$ cat config.mk
export PLATFORM = sky130hd
export DESIGN_NAME = acc_stream_loader
export DESIGN_NICKNAME = d
export VERILOG_FILES = /design/src/rtl/acc_stream_loader.sv
export SDC_FILE = /design/constraint.sdc
export NUM_CORES = 1
export LEC_CHECK = 0
export CORE_ASPECT_RATIO = 1.75
export CORE_MARGIN = 8
export CORE_UTILIZATION = 48
export CTS_CLUSTER_SIZE = 16
export DETAILED_ROUTE_END_ITERATION = 8
export GPL_ROUTABILITY_DRIVEN = 1
export PLACE_DENSITY_LB_ADDON = 0.15
export SETUP_SLACK_MARGIN = 0.3
export SYNTH_ARGS = -nofsm -noshare
export SYNTH_HDL_FRONTEND = slang
export SYNTH_SLANG_ARGS = --single-unit
$ cat constraint.sdc
create_clock -name clk -period 2.4 [get_ports clk]
set_input_delay 0.24 -clock clk [delete_from_list [all_inputs] [get_ports clk]]
set_output_delay 0.24 -clock clk [all_outputs]
set_load 0.01 [all_outputs]
$ cat src/rtl/acc_stream_loader.sv
// acc_stream_loader: turns a valid/ready word stream into accelerator load-bus writes.
// Each word is scattered into the staging register through wrd_addr. Weight targets
// then commit every staged row to memory with a single mem_en/mem_wr strobe.
module acc_stream_loader #(
  parameter int DATA_WIDTH  = 4,
  parameter int MAX_ADDR_W  = 16,
  parameter int WORD_ADDR_W = 12,
  parameter int X_SEL       = 6
) (
  input  logic                   clk,
  input  logic                   rst,
  input  logic                   cfg_start,
  input  logic [2:0]             cfg_sel,
  input  logic [WORD_ADDR_W-1:0] cfg_words,
  input  logic [MAX_ADDR_W-1:0]  cfg_rows,
  input  logic [MAX_ADDR_W-1:0]  cfg_base,
  input  logic                   s_valid,
  input  logic [DATA_WIDTH-1:0]  s_data,
  output logic                   s_ready,
  output logic [DATA_WIDTH-1:0]  data_in,
  output logic [WORD_ADDR_W-1:0] wrd_addr,
  output logic [2:0]             mem_sel,
  output logic [MAX_ADDR_W-1:0]  mem_addr,
  output logic                   mem_en,
  output logic                   mem_wr,
  output logic                   busy,
  output logic                   done,
  output logic                   err
);

  localparam logic [2:0] X_CODE = 3'(X_SEL);

  typedef enum logic [2:0] {IDLE, FILL, SETTLE, COMMIT, DONE} state_t;

  state_t                 state;
  state_t                 state_nxt;
  logic [2:0]             sel_q;
  logic [WORD_ADDR_W-1:0] words_q;
  logic [MAX_ADDR_W-1:0]  rows_q;
  logic [WORD_ADDR_W-1:0] word_cnt;
  logic [MAX_ADDR_W-1:0]  row_cnt;
  logic                   accept;
  logic                   last_word;
  logic                   last_row;
  logic                   bad_cfg;

  assign s_ready   = (state == FILL);
  assign accept    = s_ready && s_valid;
  assign last_word = (word_cnt == (words_q - WORD_ADDR_W'(1)));
  assign last_row  = ((row_cnt + MAX_ADDR_W'(1)) == rows_q);
  assign bad_cfg   = (cfg_words == '0) || ((cfg_rows == '0) && (cfg_sel != X_CODE));

  // Next-state decision for the load sequence.
  always_comb begin
    state_nxt = state;
    case (state)
      IDLE:    if (cfg_start) state_nxt = bad_cfg ? DONE : FILL;
      FILL:    if (accept && last_word) state_nxt = SETTLE;
      SETTLE:  state_nxt = (sel_q == X_CODE) ? DONE : COMMIT;
      COMMIT:  state_nxt = last_row ? DONE : FILL;
      DONE:    state_nxt = IDLE;
      default: state_nxt = IDLE;
    endcase
  end

  // State register.
  always_ff @(posedge clk or negedge rst) begin
    if (!rst) state <= IDLE;
    else      state <= state_nxt;
  end

  // Registered bus outputs, job configuration and counters; wrd_addr parks unless a word lands.
  always_ff @(posedge clk or negedge rst) begin
    if (!rst) begin
      data_in  <= '0;
      wrd_addr <= '1;
      mem_sel  <= '0;
      mem_addr <= '0;
      mem_en   <= 1'b0;
      mem_wr   <= 1'b0;
      busy     <= 1'b0;
      done     <= 1'b0;
      err      <= 1'b0;
      sel_q    <= '0;
      words_q  <= '0;
      rows_q   <= '0;
      word_cnt <= '0;
      row_cnt  <= '0;
    end else begin
      wrd_addr <= '1;
      mem_en   <= (state_nxt == COMMIT);
      mem_wr   <= (state_nxt == COMMIT);
      busy     <= (state_nxt != IDLE);
      done     <= (state_nxt == DONE);
      case (state)
        IDLE: begin
          if (cfg_start) begin
            sel_q    <= cfg_sel;
            words_q  <= cfg_words;
            rows_q   <= cfg_rows;
            mem_sel  <= cfg_sel;
            mem_addr <= cfg_base;
            err      <= bad_cfg;
            word_cnt <= '0;
            row_cnt  <= '0;
          end
        end
        FILL: begin
          if (accept) begin
            data_in  <= s_data;
            wrd_addr <= word_cnt;
            word_cnt <= last_word ? '0 : word_cnt + WORD_ADDR_W'(1);
          end
        end
        COMMIT: begin
          mem_addr <= mem_addr + MAX_ADDR_W'(1);
          row_cnt  <= row_cnt + MAX_ADDR_W'(1);
        end
        default: ;
      endcase
    end
  end

endmodule
==> metrics.md, run 1 <==
| Metric | Value |
|---|---|
| Run status | `complete, but fails checks` |
| Failing checks | `setup timing` |
| HP Class | `in2async` |
| Max VDD drop | `756 uV` |
| Sequential Area | `2470 sq um` |
| CTS tree | `yes` |
| Net Sw Power | `2.53 mW` |
| Crit end category | `flop` |
| CP Cell Sequence | `ha_4 > xor2_1 > nor4_2 > nand4_1 > or4_1 > a2111o_1 > a21bo_1` |
| Max Cap Viol | `0` |
| CTS Buf Count | `9` |
| Slowest CP cell | `dfrtp_2` |
| Slew headroom | `0.620` |
| Final setup vio count | `12` |
| Cell count after synthesis | `590` |
| Final Cycle Share | `1.04` |
| Setup_tns | `-0.350 ns` |
| Total grt overflow | `0` |
| Share of cells above drive strength 1 | `0.187` |
| Input/output buffers | `95` |
| WS Path Type | `reg2reg` |
| FFs w/ async S/R, synth | `1.00` |
| Worst-margin pin slew | `0.568 ns` |
| Area of the die | `14600 sq um` |
| Dpl hpwl | `11.3 mm` |
| Flop pwr share | `0.381` |
| Via density per instance | `5.60` |
| Critical Path AT | `2.73 ns` |
| Static leakage | `3.11 nW` |
| Final hold violation count | `0` |
| DRT iter0 DRCs | `169` |
| Mapped cell area | `5240 sq um` |
| Diode count | `0` |
| Root Driver | `clkbuf_16` |
| Most frequent cells after synthesis | `nand2_1 (140), dfrtp_1 (86), nor2_1 (46), o21ai_0 (35), clkbuf_1 (23)` |
| Vias | `4832` |
| # fillers | `876` |
| Logic pwr share | `0.400` |
| DRT Pass-1 Iters | `5` |
| Part of the power in the clock network | `0.219` |
| Startpoint Class | `flop` |
| DIE HEIGHT | `154 um` |
| PwrDens | `996 nW/um^2` |
| Width of the chip | `94.9 um` |
| Synth area leaders | `dfrtp_1 (41%), nand2_1 (10%), dfstp_2 (6.0%)` |
| Core Util, Final | `0.675` |
| Final Max Slew Viols | `0` |
| Required @ worst endpoint | `2.63 ns` |
| Sw Ratio | `0.352` |
| Clk_lat worst skew | `0.34 ns` |
| Syn Nets | `649` |
| Final Non-Filler Cells | `863` |
| Largest net degree at the start of global routing | `75` |
| Post-layout minimum cycle time | `2.50 ns` |
| CTS clk-pin slew, worst paths | `0.07 ns` |
| Net total in the final layout | `787` |
| #FFs+latches synth | `98` |
| Routed Antenna Nets | `0` |
| Number of global-route vias before repair | `4999` |
| FF-to-FF setup slack | `-0.10 ns` |
| Clock Sinks | `98` |
| DRC | `0` |
| Tot GR Track Use | `0.210` |
| Synth top area share | `0.411` |
| Layout Area Growth over Synthesis | `38.0%` |
| Initial Utilization | `0.489` |
| Total Routed Length | `14.9 mm` |
| Antenna violations before repair | `0` |
| Multi-input gate area | `2780 sq um` |
| Yosys warning total | `0` |
| Critical path peak fanout | `3` |
| CP peak stage delay | `0.44 ns` |
| Clock Tree Buf Depth | `2` |
| WP buf/inv | `0` |
| Fmax achieved | `400 MHz` |
| Post-synth EDFFs | `0` |
| Cell variety after synth | `58` |
| Main synth FF type | `dfrtp_1` |
| Cells after DPL | `839` |
| H-tree levels | `3` |
| First-pass GRT wire length | `24.2 mm` |
| RSZ-0062 raised after global routing | `yes` |
| Cell with the most instances after synthesis | `nand2_1` |
| Cell internal pwr | `4.66 mW` |
| Register area share after synthesis | `0.471` |
| CP top delay family | `simple AND/OR/NAND/NOR gates` |
| Final Worst Setup Slack | `-0.101 ns` |
| Post-synth top area cell | `dfrtp_1` |
| Average cell area after synthesis | `8.87 sq um` |
| Worst Skew | `0.00733 ns` |
| Mean routed wirelength per cell | `17.3 um` |
| Row cnt | `50` |
| Num ports | `96` |
| Final Wtd Congestion | `0.892` |
| Core area | `10700 sq um` |
## metrics by stage
stage	worst slack, ns	hold slack (ns)	power, mW	instance area [sq um]
finish	-0.101	0.358	7.19	7220
global route	-0.181	0.389	7.62	7220
CTS	-0.0558	0.360	7.09	7070
detailed placement	-0.0977	0.172	5.45	6680
global placement	-0.0469	0.163	5.38	6680
floorplan	0.0346	-0.0556	4.20	5270
## per-layer routing
| layer | track usage | vias to the layer above | share of wire |
|---|---|---|---|
| met5 | 0 | - | 0 |
| met4 | 0.101 | 0 | 0.028 |
| met3 | 0.0268 | 29 | 0.029 |
| met2 | 0.388 | 119 | 0.57 |
| met1 | 0.221 | 2344 | 0.37 |
| li1 | - | 2340 | - |
## cell type report
class,count,share of cell area
Multi-Input combinational cell,453,0.385
Sequential cell,98,0.342
Timing Repair Buffer,158,0.200
Clock buffer,10,0.0331
Tap cell,130,0.0225
Clock inverter,6,0.0121
Inverter,8,0.00416
## layout by cell type, fill, tap and decap left out, types with 6 or more instances in the layout
cell | synthesis | final
nand3_1 | 21 | 20
nor4_1 | 11 | 9
dfrtp_1 | 86 | 82
nand2_1 | 140 | 138
nand4_1 | 11 | 11
o21ai_0 | 35 | 31
nor3_1 | 11 | 8
a311oi_1 | 7 | 7
xnor2_1 | 22 | 21
dfstp_2 | 12 | 12
a21oi_1 | 17 | 15
clkdlybuf4s50_1 | 0 | 94
clkbuf_16 | 0 | 9
and3_1 | 10 | 9
inv_1 | 8 | 7
nor2_1 | 46 | 44
mux2i_1 | 6 | 6
buf_4 | 1 | 59
nand2b_1 | 13 | 13
xor2_1 | 22 | 22
## path summary, 6_finish.rpt
check | from | depth (start not counted) | endpoint
min in group clk | s_data[1] | 3 | data_in[1]
min | rst | 2 | data_in[1]
max | row_cnt[0] | 7 | state[0]
max in group asynchronous | rst | 3 | mem_addr[4]
max reg2reg | row_cnt[0] | 7 | state[0]
min reg2reg | rows_q[15] | 2 | rows_q[15]
## repair_timing
action / CTS / global route
buffers inserted: 3 / 4
endpoints found under the setup margin: 17 / 18
hold buffers: 1 / 0
gates resized for setup: 8 / 34
pin swaps: 6 / 20
hold endpoints to repair: 22 / 0
## sequential cells by signal, indices dropped and copies added, names as in the netlist
name and flops:
data_in 4, rows_q 16, words_q 12, sel_q 3
err 1, busy 1, word_cnt 12, done 1
mem_wr 1, wrd_addr 12, row_cnt 16, state 3
mem_addr 16
## power groups by stage
stage               registers [mW]  clock network [mW]  logic (mW)
global route                  2.81                1.67        3.15
CTS                           2.71                1.61        2.77
detailed placement            2.73                   0        2.72
global placement              2.71                   0        2.67
finish                        2.74                1.58        2.88
floorplan                     2.75                   0        1.45
## kinds of logic (layout without fill, tap and decap cells)
| family | count (synthesis) | count (layout) | share of synthesized area |
|---|---|---|---|
| simple gates | 297 | 297 | 0.268 |
| compound gates | 102 | 102 | 0.136 |
| flops | 98 | 98 | 0.471 |
| xor+xnor | 44 | 44 | 0.0736 |
| buf+inv | 39 | 182 | 0.0301 |
| mux | 6 | 6 | 0.0115 |
| fa+ha+maj | 4 | 4 | 0.00956 |
No activity file was read; power rests on OpenSTA's default activity.
==> inputs of run 2 (changes only) <==
--- a/config.mk
+++ b/config.mk
@@ -9,3 +9,3 @@
 export CORE_MARGIN = 8
-export CORE_UTILIZATION = 48
+export CORE_UTILIZATION = 45
 export CTS_CLUSTER_SIZE = 16
==> constraint.sdc (replaced) <==
create_clock -name clk -period 2.4 [get_ports clk]
set_input_delay 0.48 -clock clk [delete_from_list [all_inputs] [get_ports clk]]
set_output_delay 0.48 -clock clk [all_outputs]
set_load 0.01 [all_outputs]
==> run 2 against run 1 <==
  * The flow still finishes with violations (setup timing)
  * Clock power down 6%
  * First-iteration DRC count fell by 8.3%
  * Clock skew rose by 0.0044 ns
  * Worst hold slack lost 0.25 ns
  * Register-to-register slack lost 0.02 ns
  * Setup slack got worse by 0.017 ns
  * Clock-buffer cell count is 2 higher
  * Sequential power barely moved
  * Flip-flop and latch count did not move
  * Core utilization decreased by 2.8 points
  * Global-route usage shrank 1.1 points
  * Die area is 5.7% higher
  * Critical path type unchanged
  * Largest power group unchanged
  * Highest routed layer unchanged
==> metrics.md, run 2 (synthesized netlist as in run 1, its figures left out) <==
| Metric | Value |
|---|---|
| Final Worst Setup Slack | `-0.118 ns` |
| Slew headroom | `0.665` |
| Number of global-route vias before repair | `5147` |
| CP peak stage delay | `0.48 ns` |
| Clock Tree Buf Depth | `2` |
| Total Routed Length | `15.7 mm` |
| Core area | `11500 sq um` |
| DRT iter0 DRCs | `155` |
| Slowest CP cell | `dfrtp_1` |
| Post-layout minimum cycle time | `2.52 ns` |
| CP Cell Sequence | `nand3_4 > nor3_4 > buf_6 > xnor2_2 > nand4_1 > or4_4 > a2111o_1 > a21bo_1` |
| Static leakage | `3.20 nW` |
| FF-to-FF setup slack | `-0.12 ns` |
| Clock Sinks | `98` |
| Largest regs | `mem_addr (16), row_cnt (16), rows_q (16)` |
| DRC | `0` |
| Worst-margin pin slew | `0.502 ns` |
| Net total in the final layout | `800` |
| DRT Pass-1 Iters | `4` |
| PwrDens | `971 nW/um^2` |
| CP top delay family | `simple AND/OR/NAND/NOR gates` |
| Diode count | `0` |
| First-pass GRT wire length | `24.9 mm` |
| Max Cap Viol | `0` |
| Critical path peak fanout | `6` |
| Setup_tns | `-0.550 ns` |
| Cells after DPL | `841` |
| Num ports | `96` |
| Total grt overflow | `0` |
| Max VDD drop | `655 uV` |
| Multi-input gate area | `2840 sq um` |
| Most frequent cells in the layout | `nand2_1 (138), clkdlybuf4s50_1 (94), dfrtp_1 (81)` |
| Final hold violation count | `0` |
| # fillers | `976` |
| Width of the chip | `97.5 um` |
| WP buf/inv | `1` |
| Final setup vio count | `9` |
| Largest net degree at the start of global routing | `44` |
| CTS tree | `yes` |
| Routed Antenna Nets | `0` |
| Final Non-Filler Cells | `881` |
| Initial Utilization | `0.457` |
| CTS clk-pin slew, worst paths | `0.07 ns` |
| H-tree levels | `3` |
| Final Wtd Congestion | `0.928` |
| WS Path Type | `reg2reg` |
| Fmax achieved | `397 MHz` |
| Mean routed wirelength per cell | `17.8 um` |
| Input/output buffers | `95` |
| Via density per instance | `5.73` |
| Worst Skew | `0.0117 ns` |
| Final Cycle Share | `1.05` |
| Required @ worst endpoint | `2.64 ns` |
| Final Max Slew Viols | `0` |
| DIE HEIGHT | `159 um` |
| Run status | `complete, but fails checks` |
| Dpl hpwl | `11.4 mm` |
| Root Driver | `clkbuf_16` |
| Startpoint Class | `flop` |
| RSZ-0062 raised after global routing | `yes` |
| Area of the die | `15500 sq um` |
| Most common cell after layout, fill and taps aside | `nand2_1` |
| Antenna violations before repair | `0` |
| Tot GR Track Use | `0.199` |
| Failing checks | `setup timing` |
| Row cnt | `52` |
| Critical Path AT | `2.75 ns` |
| CTS Buf Count | `9` |
| Vias | `5050` |
| Layout Area Growth over Synthesis | `41.6%` |
| Clk_lat worst skew | `0.35 ns` |
| Sequential Area | `2470 sq um` |
| HP Class | `in2async` |
| Share of cells above drive strength 1 | `0.206` |
| Crit end category | `flop` |
## run 2: cell count changes in the layout (fill, tap and decap cells not counted), sizes merged
cell	delta
clkbuf	+2
inv	-1
dlygate4sd3	-1
buf	+14
bufinv	-1
## run 2: final timing paths
check	depth (start not counted)	end	from
max in group asynchronous	2	wrd_addr[9]	rst
min reg2reg	2	data_in[3]	data_in[3]
min in group clk	2	data_in[3]	data_in[3]
max	8	state[0]	row_cnt[2]
max reg2reg	8	state[0]	row_cnt[2]
min	1	row_cnt[6]	rst
## run 2: per-layer routing
metal | wire length [um] | GRT usage | vias to the layer above | share of wire
met2 | 8610 | 0.365 | 182 | 0.55
met1 | 5650 | 0.205 | 2450 | 0.36
met5 | 0 | 0 | - | 0
met4 | 851 | 0.132 | 0 | 0.054
li1 | - | - | 2362 | -
met3 | 618 | 0.0304 | 56 | 0.039
## run 2: through the flow
| stage | setup WS [ns] | instance area [sq um] | util | hold WS (ns) | total power, mW |
|---|---|---|---|---|---|
| after floorplan | 0.0346 | 5270 | - | 0.184 | 4.20 |
| after global placement | -0.195 | 6670 | 0.582 | 0.460 | 5.32 |
| after detailed placement | -0.234 | 6670 | 0.582 | 0.469 | 5.43 |
| after CTS | -0.107 | 7160 | 0.625 | 0.110 | 6.99 |
| after global routing | -0.196 | 7410 | 0.647 | 0.134 | 7.63 |
| final | -0.118 | 7410 | 0.647 | 0.104 | 7.20 |
## run 2: cell type report
cell class / instances / share of cell area
Clock buffer: 12 / 0.0346
Inverter: 8 / 0.00405
Tap cell: 135 / 0.0228
Clock inverter: 4 / 0.00658
Sequential cell: 98 / 0.334
Timing Repair Buffer: 171 / 0.215
Multi-Input combinational cell: 453 / 0.384
## run 2: power breakdown
group	internal [mW]	switching [mW]	leakage, nW
sequential	2.20	0.538	1.18
combinational	1.54	1.43	1.86
clock	0.866	0.622	0.153
total	4.60	2.59	3.20
## run 2: timing repair
item / CTS / global route
buffers inserted: 13 / 11
pin swaps: 10 / 23
setup endpoints to repair: 18 / 19
gates resized for setup: 21 / 43
hold buffers: 0 / 0
endpoints found under the hold margin: 0 / 0
## run 2: worst reg2reg max path, cell delays in order, from the launching register on
cell and delay, ns:
dfrtp_1 0.48, nand3_4 0.14, nor3_4 0.30, buf_6 0.15, xnor2_2 0.13, nand4_1 0.14, or4_4 0.44, a2111o_1 0.42
a21bo_1 0.20
==> edit 1 (config.mk and constraints of run 1) <==
Set the parameter `MAX_ADDR_W` to 15 (it was 16).
--- a/src/rtl/acc_stream_loader.sv
+++ b/src/rtl/acc_stream_loader.sv
@@ -5,3 +5,3 @@
   parameter int DATA_WIDTH  = 4,
-  parameter int MAX_ADDR_W  = 16,
+  parameter int MAX_ADDR_W  = 15,
   parameter int WORD_ADDR_W = 12,
Ports: changed (resized cfg_base, cfg_rows and mem_addr); port bits go from 96 to 93. The function was not compared with the original's and may differ.
==> edit 1 against run 1 <==
- the run still ends with setup timing left
- setup slack got worse by 0.35 ns
- global-route usage is 1.6 points lower
- highest routed layer unchanged
- clock power grew 10%
- clock skew about the same
- synthesized cell count decreased by 6.3%
- sequential cell count is 3 lower
- wire length decreased by 10%
- die area decreased by 4.3%
- final area is 4.0% lower
- synthesized area decreased by 4.9%
- worst hold slack improved by 0.089 ns
- power up 1.2%
==> edit 1: results (changes against run 1) <==
* Status: complete, but fails checks (unchanged)
- Violations in the final reports: setup timing (unchanged).
- The stage delay of the slowest cell on the critical path came to 0.41 ns (was 0.44 ns).
* Beginning of the critical path: words_q[1] (was row_cnt[0])
- Arrival time of the worst setup path: 3.07 ns (was 2.73 ns)
- Met1 Track Usage GR: 0.197 (was 0.221)
* Biggest area contributors in the synthesized netlist: sky130_fd_sc_hd__dfrtp_1, sky130_fd_sc_hd__nand2_1, sky130_fd_sc_hd__dfstp_2 (unchanged)
* Count of clock buffers in the final design: 11 (was 10)
* Logic depth of the worst register-to-register path: 10 (was 7)
* Flop+latch power: 2.73 mW (was 2.74 mW)
- The proportion of power drawn by combinational gates is 0.386 (was 0.400).
- Post-synthesis sequential element count: 95 (was 98)
- Slew HR: 0.597 (was 0.620)
- Leakage Power: 2.97 nW (was 3.11 nW)
* Setup total negative slack: -4.92 ns (was -0.350 ns)
- Number of buffers outside the clock class in the layout: 147 (was 158)
- The number of global-route vias before repair came to 4635 (was 4999).
- Setup repair bufs after CTS: 8 (was 3)
- Final Cell Area: 6930 um2 (was 7220 um2)
- The number of instances in the synthesized netlist is 553 (was 590).
- Post-CTS resize count: 22 (was 8)
* Multi-input gates: 418 (was 453)
- Top cells by count, synth: sky130_fd_sc_hd__nand2_1, sky130_fd_sc_hd__dfrtp_1, sky130_fd_sc_hd__o21ai_0 (was sky130_fd_sc_hd__nand2_1, sky130_fd_sc_hd__dfrtp_1, sky130_fd_sc_hd__nor2_1)
- The met3 routed wirelength was 549 um (was 437 um).
* Final GP Congestion: 0.872 (was 0.892)
- Post-synthesis cell type count: 62 (was 58)
- Met2 wire length: 7560 um (was 8560 um)
* Final Worst Setup Slack: -0.448 ns (was -0.101 ns)
* Count of endpoints failing setup in the final report: 14 (was 12)
- Reg area: 2390 um2 (was 2470 um2)
* Worst hold slack: 0.447 ns (was 0.358 ns)
* Placed cells: 785 (was 839)
* Total via count in the routed design: 4526 (was 4832)
* Number of port buffers: 92 (was 95)
- Filler instances: 848 (was 876)
* Die area: 14000 um2 (was 14600 um2)
* Crit Path Max Fanout: 12 (was 3)
- Master of the slowest instance on the critical path: sky130_fd_sc_hd__or4_4 (was sky130_fd_sc_hd__dfrtp_2)
* Dpl cell area: 6280 um2 (was 6680 um2)
- Maximum ir drop on the vdd rail: 612 uV (was 756 uV)
- Count of placed standard cells in the final layout, fillers left out: 815 (was 863)
- Pre-CTS WS: -0.476 ns (was -0.0977 ns)
- Leading registers by flop count: mem_addr: 15 flops, row_cnt: 15 flops, rows_q: 15 flops (was mem_addr: 16 flops, row_cnt: 16 flops, rows_q: 16 flops).
- Initial DRC Count: 221 (was 169)
- The proportion of final cell area spent on non-clock buffers is 0.199 (was 0.200).
- Overall fraction of global-route tracks in use: 0.194 (was 0.210)
- Sequential element share of the synthesized area: 0.481 (was 0.471)
* Setup clock skew after layout: 0.00720 ns (was 0.00733 ns)
- The routing usage on met2 was 0.365 (was 0.388).
- Share of final-layout standard cells stronger than drive strength 1: 0.185 (was 0.187)
- The placed wire-length estimate was 10000 um (was 11300 um).
-- edit 1: cell count changes in the layout (fill, tap and decap cells not counted), moves of 4 or more --
cell / before / now
sky130_fd_sc_hd__and2_1: 5 / 1
sky130_fd_sc_hd__buf_4: 59 / 48
sky130_fd_sc_hd__mux2_2: 0 / 4
sky130_fd_sc_hd__mux2i_1: 6 / 0
sky130_fd_sc_hd__nand2_1: 138 / 122
sky130_fd_sc_hd__nand2b_1: 13 / 18
sky130_fd_sc_hd__nand4_1: 11 / 6
sky130_fd_sc_hd__nor2_1: 44 / 34
sky130_fd_sc_hd__xnor2_1: 21 / 25
sky130_fd_sc_hd__xor2_1: 22 / 12
-- edit 1: kinds of logic (layout without fill, tap and decap cells) --
logic type,count (synthesis),in the layout,synth area share
buffers and inverters,40,175,0.0342
flip-flops,95,95,0.481
AND/OR/NAND/NOR,256,256,0.241
multiplexers,4,4,0.00905
XOR/XNOR,39,39,0.0686
AO/OA/AOI/OAI,115,115,0.156
adder cells (fa/ha/maj),4,4,0.0101
==> edit 2 (flow settings as in run 1) <==
Made on the original files. Make the reset (`rst`) synchronous in 2 clocked blocks.
--- a/src/rtl/acc_stream_loader.sv
+++ b/src/rtl/acc_stream_loader.sv
@@ -66,3 +66,3 @@
   // State register.
-  always_ff @(posedge clk or negedge rst) begin
+  always_ff @(posedge clk) begin
     if (!rst) state <= IDLE;
@@ -72,3 +72,3 @@
   // Registered bus outputs, job configuration and counters; wrd_addr parks unless a word lands.
-  always_ff @(posedge clk or negedge rst) begin
+  always_ff @(posedge clk) begin
     if (!rst) begin
Formal check against the unedited RTL: differs if rst is asserted again (counterexample within 4 cycles, from zero or initial values and one cycle with rst low); with rst held inactive, the same outputs for 10 cycles.
==> edit 2 against run 1 <==
- synthesized area fell by 0.62%
- setup slack improved by 0.24 ns
- utilization fell by 0.81 points
- final area fell by 1.8%
- via count rose by 7.5%
- sequential cell count did not move
- wire length rose by 8.8%
- non-clock buffer count fell by 12
- sequential share of layout area fell by 6.1 points
- critical endpoint is now word_cnt[1]
Power is not compared: it rests on default switching activity, and its combinational part moved more than twofold at a synthesized area within 25%.
==> edit 2: results (changes against run 1) <==
* Status: finished clean (was complete, but fails checks)
- Number of non-clock inverters: 6 (was 8)
- Pin slew with the least headroom to its limit: 0.612 ns (was 0.568 ns)
- The number of global-route vias before repair is 5157 (was 4999).
- Routed Wire Length: 16200 um (was 14900 um)
- NonClk Buf Share: 0.189 (was 0.200)
* Multi-input gates: 496 (was 453)
* Register-to-register path setup slack: 0.14 ns (was -0.10 ns)
- The worst hold path class is in -> reg (was in -> async).
- The wire length of the first global-routing pass came to 25700 um (was 24200 um).
- Final GP Congestion: 0.916 (was 0.892)
* XOR/XNOR share of the synthesized area: 0.0707 (was 0.0736)
* Maximum number of pins on one net before global-route repair: 55 (was 75)
- Biggest area contributors in the synthesized netlist: sky130_fd_sc_hd__dfxtp_1, sky130_fd_sc_hd__nand2_1, sky130_fd_sc_hd__a21boi_0 (was sky130_fd_sc_hd__dfrtp_1, sky130_fd_sc_hd__nand2_1, sky130_fd_sc_hd__dfstp_2).
* Sequential element share of the synthesized area: 0.377 (was 0.471)
- The stage delay of the slowest cell on the critical path is 0.57 ns (was 0.44 ns).
- The minimum clock period was 2.26 ns (was 2.50 ns).
- Kind of cell with the highest combined delay on the critical path: compound AO/OA/AOI/OAI gates (was simple AND/OR/NAND/NOR gates)
- Post-synthesis cell type count: 61 (was 58)
- Portion of the layout cell area used by clock cells: 0.0429 (was 0.0452)
- The worst clock skew on the final layout came to 0.00736 ns (was 0.00733 ns).
- The area growth from synthesis to layout was 36.3% (was 38.0%).
* Post-CTS resize count: 25 (was 8)
- The iteration-0 DRC count of the detailed router was 333 (was 169).
* Worst hold slack: 0.293 ns (was 0.358 ns)
* Logic depth of the worst register-to-register path: 8 (was 7)
- Pre-CTS WS: -0.0272 ns (was -0.0977 ns)
* End of the worst register-to-register path: word_cnt[1] (was state[0])
* Master of the slowest instance on the critical path: sky130_fd_sc_hd__or4_4 (was sky130_fd_sc_hd__dfrtp_2)
- Number of buffers outside the clock class in the layout: 146 (was 158)
* Top cells by count, synth: sky130_fd_sc_hd__nand2_1, sky130_fd_sc_hd__dfxtp_1, sky130_fd_sc_hd__a21boi_0 (was sky130_fd_sc_hd__nand2_1, sky130_fd_sc_hd__dfrtp_1, sky130_fd_sc_hd__nor2_1)
* Commonest register cell after synthesis: sky130_fd_sc_hd__dfxtp_1 (was sky130_fd_sc_hd__dfrtp_1)
- The number of instances in the synthesized netlist is 647 (was 590).
- Count of clock buffers in the final design: 9 (was 10)
- The post-synthesis net count is 706 (was 649).
* Filler instances: 920 (was 876)
- The final non-filler cell total came to 892 (was 863).
## edit 2: cell types whose count changed in the layout (fill, tap and decap cells not counted), moves of 8 or more
cell	change
sky130_fd_sc_hd__a21boi_0	+42
sky130_fd_sc_hd__buf_4	-11
sky130_fd_sc_hd__dfrtp_1	-82
sky130_fd_sc_hd__dfstp_2	-12
sky130_fd_sc_hd__dfxtp_1	+85
sky130_fd_sc_hd__nand2_1	-36
sky130_fd_sc_hd__nand2b_1	-10
sky130_fd_sc_hd__nor2_1	-12
sky130_fd_sc_hd__nor2_2	+10
sky130_fd_sc_hd__nor2b_1	+15
sky130_fd_sc_hd__nor3_1	+8
sky130_fd_sc_hd__or3_1	+9
## edit 2: metal layers
layer | routed length (um) | share of wire | vias to the layer above | global-route usage
met5 | 0 | 0 | - | 0
met4 | 705 | 0.043 | 0 | 0.116
met3 | 529 | 0.033 | 42 | 0.0297
met2 | 9360 | 0.58 | 123 | 0.424
met1 | 5620 | 0.35 | 2493 | 0.214
li1 | - | - | 2535 | -
